==> config.mk <==
export PLATFORM = sky130hd
export DESIGN_NAME = timer_apb_responder
export DESIGN_NICKNAME = d
export VERILOG_FILES = /design/src/rtl/timer_pkg.sv /design/src/rtl/timer_tsr_flag.sv /design/src/rtl/timer_apb_responder.sv
export SDC_FILE = /design/constraint.sdc
export NUM_CORES = 1
export LEC_CHECK = 0
export ABC_AREA = 1
export BUFFER_PORTS_ARGS = -buffer_cell sky130_fd_sc_hd__buf_4
export CELL_PAD_IN_SITES_DETAIL_PLACEMENT = 1
export CELL_PAD_IN_SITES_GLOBAL_PLACEMENT = 1
export CORE_ASPECT_RATIO = 1.4
export CORE_MARGIN = 4
export CORE_UTILIZATION = 36
export CTS_CLUSTER_SIZE = 30
export DETAILED_ROUTE_END_ITERATION = 8
export PLACE_DENSITY_LB_ADDON = 0.2
export SLEW_MARGIN = 20
export SYNTH_ARGS = -nofsm -noshare
export SYNTH_HDL_FRONTEND = slang
export SYNTH_HIERARCHICAL = 1
export SYNTH_SLANG_ARGS = --single-unit
==> constraint.sdc <==
create_clock -name pclk -period 1.85 [get_ports pclk]
set_input_delay 0.2775 -clock pclk [delete_from_list [all_inputs] [get_ports pclk]]
set_output_delay 0.2775 -clock pclk [all_outputs]
set_load 0.03 [all_outputs]
==> src/rtl/timer_pkg.sv <==
// Shared constants and types for the 8-bit timer APB register block.
package timer_pkg;

  localparam logic [7:0] ADDR_TDR  = 8'h00;
  localparam logic [7:0] ADDR_TCR  = 8'h01;
  localparam logic [7:0] ADDR_TSR  = 8'h02;
  localparam logic [7:0] ADDR_TCNT = 8'h03;

  localparam int LOAD_B  = 7;
  localparam int DW_B    = 5;
  localparam int EN_B    = 4;
  localparam int CKS_LSB = 0;

  localparam int UDF_B = 1;
  localparam int OVF_B = 0;

  // Bits 6, 3 and 2 of TCR are reserved and are never stored.
  localparam logic [7:0] TCR_MASK = 8'hB3;

  typedef enum logic [1:0] {
    ST_IDLE,
    ST_SETUP,
    ST_ACCESS
  } state_e;

endpackage

==> src/rtl/timer_tsr_flag.sv <==
// Sticky status bit: a set pulse wins over a write-0 clear in the same cycle.
module timer_tsr_flag (
  input  logic pclk,
  input  logic preset,
  input  logic set,
  input  logic clr,
  output logic flag
);

  // NOTE: state registers use non-blocking assignments so every flop samples pre-edge values.
  always_ff @(posedge pclk or posedge preset) begin
    if (preset)   flag <= 1'b0;
    else if (set) flag <= 1'b1;
    else if (clr) flag <= 1'b0;
  end

endmodule

==> src/rtl/timer_apb_responder.sv <==
// APB completer and register file (TDR/TCR/TSR/TCNT) for the 8-bit timer core.
module timer_apb_responder
  import timer_pkg::*;
#(
  parameter int WAIT_STATES = 0,
  parameter int ADDR_W      = 8,
  parameter int DATA_W      = 8
) (
  input  logic              pclk,
  input  logic              preset,
  input  logic              psel,
  input  logic              penable,
  input  logic              pwrite,
  input  logic [ADDR_W-1:0] paddr,
  input  logic [DATA_W-1:0] pwdata,
  output logic [DATA_W-1:0] prdata,
  output logic              pready,
  output logic              pslverr,
  output logic [7:0]        tdr_o,
  output logic              load_o,
  output logic              dw_o,
  output logic              en_o,
  output logic [1:0]        cks_o,
  input  logic [7:0]        cnt_i,
  input  logic              ovf_set_i,
  input  logic              udf_set_i
);

  state_e     state_q, state_nxt;
  logic [2:0] wcnt_q;
  logic [7:0] tdr_q, tcr_q;
  logic       ovf_flag, udf_flag;

  logic       sel_tdr, sel_tcr, sel_tsr, sel_tcnt, addr_err;
  logic [7:0] rd_mux;
  logic       raise_ready, wr_commit, wr_tsr;

  // Address decode and read mux over stored register values.
  always_comb begin
    // NOTE: every combinational output gets a default first so no path can infer a latch.
    rd_mux   = 8'h00;
    sel_tdr  = (paddr == ADDR_W'(ADDR_TDR));
    sel_tcr  = (paddr == ADDR_W'(ADDR_TCR));
    sel_tsr  = (paddr == ADDR_W'(ADDR_TSR));
    sel_tcnt = (paddr == ADDR_W'(ADDR_TCNT));
    addr_err = !(sel_tdr || sel_tcr || sel_tsr || sel_tcnt);
    if (sel_tdr)  rd_mux = tdr_q;
    if (sel_tcr)  rd_mux = tcr_q;
    if (sel_tsr)  rd_mux = {6'b0, udf_flag, ovf_flag};
    if (sel_tcnt) rd_mux = cnt_i;
  end

  always_ff @(posedge pclk or posedge preset) begin
    if (preset) state_q <= ST_IDLE;
    else        state_q <= state_nxt;
  end

  always_comb begin
    state_nxt = state_q;
    case (state_q)
      ST_IDLE:   if (psel && !penable) state_nxt = ST_SETUP;
      ST_SETUP:  state_nxt = psel ? ST_ACCESS : ST_IDLE;
      ST_ACCESS: if (!psel || pready) state_nxt = ST_IDLE;
      default:   state_nxt = ST_IDLE;
    endcase
  end

  // pready rises once the wait-state budget is spent; a dropped psel aborts silently.
  always_comb begin
    raise_ready = 1'b0;
    wr_commit   = 1'b0;
    case (state_q)
      ST_SETUP:  raise_ready = psel && (WAIT_STATES == 0);
      ST_ACCESS: begin
        raise_ready = psel && !pready && (wcnt_q == 3'd1);
        wr_commit   = pready && psel && penable && pwrite;
      end
      default: ;
    endcase
    wr_tsr = wr_commit && sel_tsr;
  end

  always_ff @(posedge pclk or posedge preset) begin
    if (preset) begin
      wcnt_q  <= 3'd0;
      pready  <= 1'b0;
      prdata  <= '0;
      pslverr <= 1'b0;
      tdr_q   <= 8'h00;
      tcr_q   <= 8'h00;
    end else begin
      pready <= raise_ready;
      if (state_q == ST_SETUP)
        wcnt_q <= 3'(WAIT_STATES);
      else if (state_q == ST_ACCESS && !pready && wcnt_q != 3'd0)
        wcnt_q <= wcnt_q - 3'd1;
      if (raise_ready) begin
        pslverr <= addr_err;
        prdata  <= pwrite ? '0 : DATA_W'(rd_mux);
      end
      if (wr_commit && sel_tdr) tdr_q <= pwdata[7:0];
      if (wr_commit && sel_tcr) tcr_q <= pwdata[7:0] & TCR_MASK;
    end
  end

  timer_tsr_flag u_ovf (
    .pclk   (pclk),
    .preset (preset),
    .set    (ovf_set_i),
    .clr    (wr_tsr && !pwdata[OVF_B]),
    .flag   (ovf_flag)
  );

  timer_tsr_flag u_udf (
    .pclk   (pclk),
    .preset (preset),
    .set    (udf_set_i),
    .clr    (wr_tsr && !pwdata[UDF_B]),
    .flag   (udf_flag)
  );

  assign tdr_o  = tdr_q;
  assign load_o = tcr_q[LOAD_B];
  assign dw_o   = tcr_q[DW_B];
  assign en_o   = tcr_q[EN_B];
  assign cks_o  = tcr_q[CKS_LSB +: 2];

endmodule
======== Word level (Yosys, flattened, before mapping) ========
Cells that the tools add are included.
cells by class
  reductions and logical operators ........ 30
  muxes and demuxes ....................... 17
  add/subtract/negate cells ............... 1
  equal/unequal tests ..................... 8
operators with widths
  operator                                             count
  2-to-1 mux 8 bit                                     5
  equality test 8 x 2 -> 1 bit, second input constant  2
  logical AND 1 bit                                    13
  equality test 8 x 1 -> 1 bit, second input constant  1
  zero test 8 bit                                      1
  zero test 1 bit                                      6
  2-to-1 mux 2 bit                                     3
  2-to-1 mux 3 bit                                     2
  one-hot mux 2 bit (3 select lines)                   1
  nonzero test 2 bit                                   3
  2-to-1 mux 1 bit                                     5
  logical OR 1 bit                                     4
  != test 2 bit, second input constant                 2
  equality test 3 x 1 -> 1 bit, second input constant  1
  nonzero test 3 bit                                   1
  subtractor 3 x 1 -> 3 bit, second input constant     1
  equality test 2 x 1 -> 1 bit, second input constant  1
  equality test 2 bit, second input constant           1
  zero test 2 bit                                      1
  one-hot mux 1 bit (2 select lines)                   1
  AND reduction 2 bit                                  1
word-level totals
  input port bits ......................... 31
  output and inout bits ................... 23
  word-level logic and storage cells ...... 65
  flip-flop bits (word level) ............. 30

======== Logic depth before layout (Yosys ltp) ========
  word-level depth ........................ 8
  gate-level depth with buffers ........... 10
  depth with buffers taken out ............ 10

======== By module ========
Netlist, hierarchy kept.
modules (own cells, without submodules)
  module               cells an instance  times used  sequential area each (sq um)  area each (sq um)
  timer_apb_responder  204                1           700.7                         1599.0
  timer_tsr_flag       6                  2           25.0                          43.8

======== Worst setup path before layout ========
No wires, ideal clock.
  path kind ............................... register to register
  start ................................... register state_q[0]
  end ..................................... register u_ovf.flag
  arrival time ............................ 1320 ps
  path buffers ............................ 0
  required time ........................... 1734 ps
  cell stages (with the launch flop) ...... 10
  library setup time ...................... 116 ps
  period minus slack after synthesis ...... 1436 ps
  setup slack ............................. 414 ps
  path through ............................ dfrtp_1 > inv_1 > ha_1 > inv_1 > nor3_4 > nand3_1 > nor2_1 > inv_1 > nand2_1 > nand2_1
on the way
  word-level cells in the longest chain between the ends .. 5
ends and longest elaborated chain
  what                          line                        RTL
  start, declared               timer_apb_responder.sv:29   state_e state_q, state_nxt;
  start signal, assigned        timer_apb_responder.sv:55   else state_q <= state_nxt;
  equality test 2 bit           timer_apb_responder.sv:72   case (state_q)
  2-to-1 mux 1 bit              timer_apb_responder.sv:72
  logical AND 1 bit             timer_apb_responder.sv:80   wr_tsr = wr_commit && sel_tsr;
  logical AND 1 bit             timer_apb_responder.sv:110  .clr (wr_tsr && !pwdata[OVF_B]),
  nonzero test 2 bit (no line)  --
  end signal, assigned          timer_tsr_flag.sv:12        if (preset) flag <= 1'b0;
  end signal, assigned          timer_tsr_flag.sv:13        else if (set) flag <= 1'b1;
  end signal, assigned          timer_tsr_flag.sv:14        else if (clr) flag <= 1'b0;
  end, declared                 timer_tsr_flag.sv:7         output logic flag
No other way between the ends.
A chain may end at the register's enable or synchronous reset.

======== Worst setup path in the final report ========
  start ................................... register state_q[0]
  end ..................................... register u_udf.flag
on the way
  word-level cells in the longest chain between the ends .. 5
ends and longest elaborated chain
  what                          line                        RTL
  equality test 2 bit           timer_apb_responder.sv:72
  2-to-1 mux 1 bit              timer_apb_responder.sv:72
  logical AND 1 bit             timer_apb_responder.sv:80
  logical AND 1 bit             timer_apb_responder.sv:118  .clr (wr_tsr && !pwdata[UDF_B]),
  nonzero test 2 bit (no line)  --
  end signal, assigned          timer_tsr_flag.sv:12
  end signal, assigned          timer_tsr_flag.sv:13
  end signal, assigned          timer_tsr_flag.sv:14
  end, declared                 timer_tsr_flag.sv:7
No other way between the ends.

==> flow_summary.yaml <==
finish:
  stdcell_count: 338
  layout-drive-gt1-share_pct: 31.9
  flow.area_growth_from_synthesis_pct: 33.6
  final_util_pct: 49.7
  final_net_count: 312
  antennaDiodeCount: 0
grt:
  gr-usage-all-layers_pct: 17.1
  grt_util_met3_pct: 3.40
  antenna_violations_before_repair: 0
  use_met1_pct: 18.5
  first_global_vias: 1651
  globalRouteOverflowTotal: 0
  global_route_wire_length_before_repair_mm: 7.51
  grt_busiest_layer: "met2"
  grt_max_degree: 29
  grt_use_met2_pct: 32.0
worst_setup_path:
  setup.worst_path.start_class: "flip-flop"
  r2r_cells: 9
  critical_path_class: "flip-flop to flip-flop"
  largest_fanout_on_the_critical_path: 6
  critical-path-max-stage-delay_ns: 0.38
  crit_arrival_ns: 1.81
  setup.worst_path.end_class: "flip-flop"
  path_cells: "inv_1 > ha_1 > inv_1 > nor3_4 > nand3_1 > nor2_1 > inv_1 > nand2_1 > nand2_1"
  path_delay_family: "simple AND/OR/NAND/NOR gates"
  cp.depth: 9
  slowest_stage: "dfrtp_1"
  critical_path_s_most_frequent_cell: "inv_1"
  cp_data_required_time_ns: 2.03
  path_buf_inv: 3
  r2r_slack_ns: 0.22
floorplan:
  die_width_um: 65.9
  floorplan.die.height_um: 89.0
  initial_utilization_pct: 37.2
  floorplan.core_area_mm2: 0.00454
  core.rowCount: 29
  dieArea_mm2: 0.00586
  io_pins: 54
min_path:
  min-delay-path-class: "input pin to flip-flop"
  whs_path_depth: 3
logic_synthesis:
  postSynthCellCount: 216
  leading_area_contributor_after_synthesis: "dfrtp_1"
  syn-cell-area_mm2: 0.00169
  synth-warning-count: 6
  post_synth_most_frequent_cells: "nand2_1 (75), dfrtp_1 (30), inv_1 (27)"
  post_synth_num_cell_types: 24
  dominantRegCellSynth: "dfrtp_1"
  synth.net_count: 253
  synth.ff_latch_count: 30
  yosys-top-cells-area: "dfrtp_1 (45%), nand2_1 (17%), inv_1 (6.0%)"
  synth-edff-count: 0
  synth_async_sr_flop_share_pct: 100
  synth-seq-area-share_pct: 44.5
  post-synth-top-area-fraction_pct: 44.5
  post-synth-top-count-cell: "nand2_1"
  syn_avg_cell_area_um2: 7.81
sta:
  slew_headroom_pct: 74.9
  final_max_slew_viol_count: 0
  layout_worst_path_cycle_share_pct: 88.4
  setup_viol_count_final: 0
  fmaxAchievable_ghz: 0.612
  tightest_slew_ns: 0.375
  final_critical_path_required_period_ns: 1.63
  timing.setup.tns_ns: 0
  whs_ns: 0.177
  hold_violations: 0
  timing.clock.skew_ns: 0.00608
  rsz0062_at_grt: "false"
power_and_ir_drop:
  power.leakage_nw: 1.31
  cellPowerDensity_mw_per_mm2: 737
  vdd_drop_max_mv: 0.585
cts:
  numCtsBuffers: 5
  path_clk_slew_ns: 0.07
  postCtsResizedCells: 0
  clk_root_buf: "clkbuf_8"
  clock_insertion_delay_worst_skew_ns: 0.29
  cts_buffer_depth: 2
  clock_sink_count: 30
  tritoncts: "yes"
  cts.htree.levels: 2
routing:
  drtPass1Iterations: 4
  drtIter0Drc: 35
  routed_wirelength_mm: 4.43
  route.detailed.wl_per_inst_um: 13.1
  routed-via-count: 1571
  ant_nets: 0
  drc: 0
  detail_route.vias_per_cell: 4.65
place:
  gp_routability_congestion: 0.791
  place_inst: 329
  io_buffers: 53
  place.detailed.hpwl_mm: 3.53
run:
  maxCapViolations: 0
status:
  run_status: "finished clean"
final timing paths:
kind	from	endpoint
worst max-delay path	state_q[0]	u_udf/flag
worst min-delay path	ovf_set_i	u_ovf/flag
worst max register to register	state_q[0]	u_udf/flag
worst min register to register	u_udf/flag	u_udf/flag
max in group asynchronous	preset	wcnt_q[2]
min in group asynchronous	preset	u_ovf/flag
per-stage QoR:
step / power [mW] / cell area, um2 / setup slack [ns]
floorplan: 0.969 / 1690 / 0.414
global route: 1.77 / 2250 / 0.0357
detailed placement: 1.12 / 2150 / 0.228
global placement: 1.11 / 2150 / 0.273
finish: 1.66 / 2250 / 0.215
CTS: 1.69 / 2250 / 0.190
worst reg2reg max path: stages, from the launching register on:
cell	delay, ns
dfrtp_1	0.38
inv_1	0.10
ha_1	0.17
inv_1	0.08
nor3_4	0.37
nand3_1	0.17
nor2_1	0.12
inv_1	0.04
nand2_1	0.05
nand2_1	0.04
what timing repair did:
| action | in CTS | in global routing |
|---|---|---|
| hold buffers | 1 | 0 |
| setup buffers | 0 | 0 |
| hold endpoints to repair | 2 | 0 |
flip-flops by register name, indices dropped and copies added (netlist names):
signal,flops
wcnt_q,3
prdata,8
u_ovf/flag,1
u_udf/flag,1
pready,1
tdr_o,8
state_q,2
tcr_q,5
pslverr,1
logic make-up after synthesis:
| logic type | count (synthesis) | synth area share, % |
|---|---|---|
| compound gates | 21 | 8.09 |
| buf+inv | 36 | 8.68 |
| fa+ha+maj | 6 | 4.45 |
| simple gates | 123 | 34.3 |
| flops | 30 | 44.5 |
cell type report:
cell class	instances	area [um2]
Clock buffer	6	82.6
Clock inverter	2	12.5
Fill cell	584	2280
Inverter	33	125
Multi-Input combinational cell	150	790
Sequential cell	30	751
Tap cell	62	77.6
Timing Repair Buffer	55	415
where the power goes:
| group | leakage [nW] | internal, mW | switching [mW] |
|---|---|---|---|
| logic | 0.860 | 0.141 | 0.241 |
| registers | 0.404 | 0.696 | 0.0266 |
| clock network | 0.0472 | 0.298 | 0.258 |
cell usage in the layout, fill, tap and decap left out:
| cell type | synthesis | final |
|---|---|---|
| dlygate4sd3_1 | 0 | 1 |
| nor3_4 | 1 | 1 |
| o2111ai_1 | 2 | 2 |
| dfrtp_1 | 30 | 30 |
| nand3b_1 | 1 | 1 |
| clkbuf_8 | 0 | 6 |
| nor2_1 | 10 | 10 |
| nor2_2 | 3 | 3 |
| a21oi_1 | 3 | 3 |
| nor2_8 | 2 | 2 |
| nand2_1 | 75 | 75 |
| inv_2 | 5 | 5 |
| clkinv_2 | 1 | 2 |
| nand2_4 | 2 | 2 |
| o21ai_1 | 5 | 5 |
| a211oi_1 | 1 | 1 |
| clkinvlp_4 | 0 | 1 |
| nand3_1 | 20 | 20 |
| nor3_1 | 2 | 2 |
| buf_4 | 0 | 54 |
| nand2_2 | 7 | 7 |
| ha_1 | 6 | 6 |
| inv_1 | 27 | 27 |
| o21a_1 | 1 | 1 |
| o21ai_2 | 5 | 5 |
| o21ai_0 | 4 | 4 |
layer usage:
layer | up-vias | share of wire (%)
li1 | 787 | -
met1 | 749 | 39
met2 | 28 | 56
met3 | 7 | 3.5
met4 | 0 | 1.7
met5 | - | 0
No activity file was read; power rests on OpenSTA's default activity.
